[config.mk]
export PLATFORM = sky130hd
export DESIGN_NAME = bist_pattern_gen
export DESIGN_NICKNAME = d
export VERILOG_FILES = /design/src/rtl/fsim_pkg.sv /design/src/rtl/lfsr_next.sv /design/src/rtl/bist_pattern_gen.sv
export SDC_FILE = /design/constraint.sdc
export NUM_CORES = 1
export LEC_CHECK = 0
export ABC_CLOCK_PERIOD_IN_PS = 1600
export CAP_MARGIN = 15
export CORE_ASPECT_RATIO = 1.75
export CORE_MARGIN = 2
export CORE_UTILIZATION = 45
export DETAILED_ROUTE_END_ITERATION = 10
export PLACE_DENSITY_LB_ADDON = 0.3
export SLEW_MARGIN = 10
export SYNTH_ARGS = -nofsm -noshare
export SYNTH_HDL_FRONTEND = slang
export SYNTH_SLANG_ARGS = --single-unit
[constraint.sdc]
create_clock -name clk -period 1.6 [get_ports clk]
set_clock_uncertainty 0.05 [all_clocks]
set_input_delay 0.32 -clock clk [delete_from_list [all_inputs] [get_ports clk]]
set_output_delay 0.32 -clock clk [all_outputs]
set_load 0.005 [all_outputs]
[src/rtl/fsim_pkg.sv]
// Shared fault-simulation definitions: pattern-source FSM states, mode encodings
// and the primitive-polynomial tap masks used by the LFSR.
package fsim_pkg;

  typedef enum logic [1:0] {IDLE, RUN, DONE} state_t;

  localparam logic MODE_EXH  = 1'b0;
  localparam logic MODE_LFSR = 1'b1;

  // Bit i set means stage i+1 feeds the XOR. Indexed by register width (2..16).
  localparam logic [15:0] LFSR_TAPS [0:16] = '{
    16'h0000, 16'h0000, 16'h0003, 16'h0006, 16'h000C, 16'h0014, 16'h0030,
    16'h0060, 16'h00B8, 16'h0110, 16'h0240, 16'h0500, 16'h0829, 16'h100D,
    16'h2015, 16'h6000, 16'hD008
  };

endpackage

[src/rtl/lfsr_next.sv]
// One step of a maximal-length Fibonacci LFSR: shift left, XOR of taps into bit 0.
module lfsr_next
  import fsim_pkg::*;
#(
  parameter int WIDTH = 2
) (
  input  logic [WIDTH-1:0] cur,
  output logic [WIDTH-1:0] nxt
);

  localparam logic [15:0]      TAPS16 = LFSR_TAPS[WIDTH];
  localparam logic [WIDTH-1:0] TAPS   = TAPS16[WIDTH-1:0];

  assign nxt = {cur[WIDTH-2:0], ^(cur & TAPS)};

endmodule

[src/rtl/bist_pattern_gen.sv]
// BIST test-pattern source: exhaustive count or LFSR stream onto the CUT inputs,
// with start/busy/done handshake and a hold input for downstream back-pressure.
module bist_pattern_gen
  import fsim_pkg::*;
#(
  parameter int               WIDTH        = 2,
  parameter int               NUM_PATTERNS = 4,
  parameter logic [WIDTH-1:0] SEED         = 'd1
) (
  input  logic             clk,
  input  logic             rst_n,
  input  logic             start,
  input  logic             mode,
  input  logic             seed_load,
  input  logic [WIDTH-1:0] seed_in,
  input  logic             hold,
  output logic [WIDTH-1:0] pattern_out,
  output logic             pattern_valid,
  output logic [15:0]      pattern_idx,
  output logic             busy,
  output logic             done
);

  localparam logic [16:0] EXH_CNT   = 17'd1 << WIDTH;
  localparam logic [15:0] LAST_EXH  = 16'(EXH_CNT - 17'd1);
  localparam logic [15:0] LAST_LFSR = 16'(NUM_PATTERNS - 1);

  state_t           state, state_n;
  logic             mode_q, mode_n;
  logic [WIDTH-1:0] seed_q, seed_n;
  logic [WIDTH-1:0] pat_n, lfsr_nxt;
  logic             valid_n, busy_n, done_n;
  logic [15:0]      idx_n, last;

  lfsr_next #(.WIDTH(WIDTH)) u_lfsr (
    .cur (pattern_out),
    .nxt (lfsr_nxt)
  );

  assign last = (mode_q == MODE_LFSR) ? LAST_LFSR : LAST_EXH;

  always_ff @(posedge clk) begin
    if (!rst_n) begin
      state         <= IDLE;
      mode_q        <= MODE_EXH;
      seed_q        <= SEED;
      pattern_out   <= '0;
      pattern_valid <= 1'b0;
      pattern_idx   <= '0;
      busy          <= 1'b0;
      done          <= 1'b0;
    end else begin
      state         <= state_n;
      mode_q        <= mode_n;
      seed_q        <= seed_n;
      pattern_out   <= pat_n;
      pattern_valid <= valid_n;
      pattern_idx   <= idx_n;
      busy          <= busy_n;
      done          <= done_n;
    end
  end

  always_comb begin
    state_n = state;
    mode_n  = mode_q;
    seed_n  = seed_q;
    pat_n   = pattern_out;
    valid_n = pattern_valid;
    idx_n   = pattern_idx;
    busy_n  = busy;
    done_n  = done;
    case (state)
      IDLE: begin
        // A zero seed would lock the LFSR at all-zeros forever.
        if (seed_load)
          seed_n = (seed_in == '0) ? WIDTH'(1) : seed_in;
        if (start) begin
          state_n = RUN;
          mode_n  = mode;
          pat_n   = (mode == MODE_LFSR) ? seed_q : '0;
          idx_n   = '0;
          valid_n = 1'b1;
          busy_n  = 1'b1;
        end
      end
      RUN: begin
        if (!hold) begin
          if (pattern_idx == last) begin
            state_n = DONE;
            valid_n = 1'b0;
            busy_n  = 1'b0;
            done_n  = 1'b1;
          end else begin
            idx_n = pattern_idx + 16'd1;
            pat_n = (mode_q == MODE_LFSR) ? lfsr_nxt : pattern_out + WIDTH'(1);
          end
        end
      end
      DONE: begin
        state_n = IDLE;
        done_n  = 1'b0;
      end
      default: state_n = IDLE;
    endcase
  end

endmodule

==> results.md, run 1 <==
* Status: completed
* Synthesized area per cell at slightly below 9 sq um
* # rows at 26
* Post-synthesis mux area share at 2.99%
* Ant. Diodes at 0
* Fin cells at ~260
* Share of cells above drive strength 1 at 41.9%
* Worst hold stages at 2
* Cells after DPL at 244
* DIE HEIGHT at 76.2 microns
* Kind of critical path: reg -> reg
* CP required at 1.70 ns
* Worst setup SP type: flip-flop
* Worst R2R End: pattern_idx[11]
* # clock sinks at 25
* Initial core utilization at 46.8%
* Area growth, synth to finish at 67.0%
* Syn Nets at 162
* CP cell instances: nand2b_4 -> a211o_4 -> o311ai_1 -> o41ai_1
* Max-slew violation count at 0
* Crit-path max cell delay at 0.39 ns
* Post-Syn Area at about 1300 sq um
* Ranking of synthesized cells by area: dfxtp_1, a21oi_1, or3_1
* Asr flop ratio synth at 0%
* Synth warn at 0
* Post-route minimum period at 1.60 ns
* Hold wc startpoint: done
* Port bufs at 28
* Largest family of logic cells by synthesized area: simple AND/OR/NAND/NOR gates
* Largest net degree at the start of global routing at 14
* Fmax at ~0.63 GHz
* CTS root buf: clkbuf_8
* Die width at 45.2 microns
* DRC viols at 0
* HPWL after detailed placement at 3.23 mm
* Synth area leader: dfxtp_1
* Reg clk slew, reported paths at 0.09 ns
* Drt wl/cell at 18.6 microns
* Final setup viols at 0
* Worst hold path type: reg -> reg
* Period utilization at between 90% and 100%
* Distinct cell type count after synthesis at 45
* Remaining antenna violation count after routing at 0
* Hold Path Sink: done
* Post-synth top area share at between 30% and 40%
* Clock Latency Late Sink at 0.27 ns
* Post-synthesis simple-gate area fraction at a little under a third
* Flop2flop setup slack at 0.003 ns
* CTS tree: done
* WL final at 4.74 mm
* Top-level I/O count at 29
* Worst Setup End Kind: flip-flop
* Iteration-0 DRC Markers at 70
* Critical Path AT at 1.70 ns
* Congestion Overflow GR at 0
* Synth Instances at 153
* CP max-delay cell: a211o_4
* Initial antenna violation count at 0
* Reg2reg start: state[0]
* First-pass GRT wire length at 7.58 mm
* Post-synth EDFFs at 0
* Leakage power total at 0.951 nW
* TritonRoute pass-1 iters at 4
* Final Power at 1.30 mW
* Max VDD drop at 0.000636 V
* Cell Pwr Density at 582 nW/um^2
* Main synth FF type: dfxtp_1
* Synth Register Bits at 25
* Core Region at 2860 sq um
* Synth Area in XOR/XNOR at around 2.6%
* Crit-path max FO at 7
* Sequential area share after synthesis at a little under two fifths
* Clk buf depth at 2
* Relative slew slack at 72.1%
* RePlAce Congestion at 0.838
* Hold_buf cts at 0
* Hold Vio Cnt, Final at 0
* # H-tree levels at 1
* Reg2Reg Depth at 4
* Via count at between 1500 and 2000
* Number of global-route vias before repair at 1638
* Max-Cap Viols at 0
* Measured slew at the worst slew-check pin at 0.418 ns
* Complex-gate fraction of the synthesized area at between 20% and 30%
* GRT Resource Usage Total at 29.0%
* RSZ-0062 raised after global routing: yes
* Fill cells at 198
* Vias per cell at 6.14
* Full die area at 3440 sq um
* CTS Buf Count at 3
* Final #Nets at 237
* Adder-Cell Fraction of Synth Area at less than 1%
==> logic make-up (layout without fill, tap and decap cells) <==
kind of cell / count (synthesis) / after routing
buf+inv: 10 / 83
xor+xnor: 4 / 4
compound gates: 41 / 42
fa+ha+maj: 1 / 1
flops: 25 / 25
simple gates: 68 / 68
mux: 4 / 4
==> critical path, delay by kind of cell (launching register included) <==
| kind | cells | cell delay, ns |
|---|---|---|
| AND/OR/NAND/NOR | 1 | 0.17 |
| AO/OA/AOI/OAI | 3 | 0.86 |
| flip-flops | 1 | 0.38 |
==> stage by stage <==
step	TNS [ns]	setup WS (ns)	util [%]	hold slack, ns	cell area (sq um)
after floorplan	0	0.0502	-	0.332	1350
after global placement	-6.71	-0.386	67.5	0.411	1930
after detailed placement	-8.14	-0.479	67.5	0.422	1930
after CTS	0	0.000687	71.9	0.441	2060
after global routing	-0.406	-0.0673	78.1	0.496	2240
final	0	0.00262	78.1	0.440	2240
==> how the worst max path moves through the flow <==
stage / startpoint / cells after the start / to
final: state[0] / 4 / pattern_idx[11]
after global routing: state[0] / 4 / pattern_idx[14]
after CTS: pattern_idx[11] / 2 / pattern_idx[11]
after detailed placement: hold / 5 / pattern_idx[11]
after global placement: hold / 5 / pattern_idx[9]
after floorplan: pattern_idx[3] / 5 / pattern_idx[11]
==> registers in the layout, indices dropped and copies added, names as in the netlist <==
| register | flops |
|---|---|
| busy | 1 |
| mode_q | 1 |
| pattern_out | 2 |
| pattern_idx | 16 |
| done | 1 |
| seed_q | 2 |
| state | 2 |
==> cells in the mapped netlist, types with 2 or more instances <==
cell / instances
a211oi_1: 2
xnor2_1: 4
nand2b_1: 6
nand2_1: 13
and4_1: 4
clkbuf_1: 3
a2111oi_1: 2
nor2b_1: 3
buf_4: 2
inv_1: 3
o41ai_1: 3
o311ai_0: 3
nor4_1: 2
nand3_1: 5
dfxtp_1: 25
or4_1: 3
mux2i_1: 4
or3_1: 8
nand4_1: 4
nor4b_1: 2
nor2_1: 8
o31ai_1: 3
o21ai_0: 6
nor3b_1: 2
o211ai_1: 2
a21oi_1: 12
==> final cells by class <==
type | instances | area [sq um] | share of cell area (%)
flip-flops and latches | 25 | 532 | 23.8
multi-input cells | 119 | 953 | 42.6
well taps | 28 | 35.0 | 1.57
inverters | 3 | 11.3 | 0.504
clock buffers | 4 | 45.0 | 2.01
repair buffers | 76 | 659 | 29.5
==> metal layers <==
metal	share of wire [%]	up-vias	GRT usage [%]	routed length (microns)
met3	4.3	23	4.27	204
met1	36	740	31.6	1720
li1	-	737	-	-
met4	4.1	0	17.6	195
met2	55	65	49.3	2620
met5	0	-	0	0
==> repair_timing <==
action                                  4_1_cts  5_1_grt
setup buffers                                 3        3
pin swaps                                     3       11
gates resized for setup                      39       34
endpoints found under the setup margin       35       24
gates cloned                                  1        0
==> cell usage in the layout (no fill, tap or decap), types with 6 or more instances in the layout <==
| master | instances |
|---|---|
| or3_1 | 8 |
| dfxtp_1 | 6 |
| buf_6 | 6 |
| a21oi_1 | 8 |
| nand2_1 | 12 |
| buf_4 | 42 |
| nor2_1 | 8 |
| o21ai_0 | 6 |
| dfxtp_2 | 16 |
| clkdlybuf4s50_1 | 13 |
| dlygate4sd2_1 | 11 |
==> where the power goes <==
group	leakage (nW)	switching, mW	internal (mW)
combinational	0.716	0.114	0.139
sequential	0.213	0.0231	0.638
clock	0.0228	0.207	0.179
Power figures use the tool's default switching activity.
==> inputs of run 2 (changes only) <==
--- a/config.mk
+++ b/config.mk
@@ -11,6 +11,7 @@
 export CORE_MARGIN = 2
 export CORE_UTILIZATION = 45
 export DETAILED_ROUTE_END_ITERATION = 10
+export HOLD_SLACK_MARGIN = 0.12
 export PLACE_DENSITY_LB_ADDON = 0.3
 export SLEW_MARGIN = 10
 export SYNTH_ARGS = -nofsm -noshare
==> results of run 2 <==
No change in the layout: final DEF, timing and power equal those of run 1.
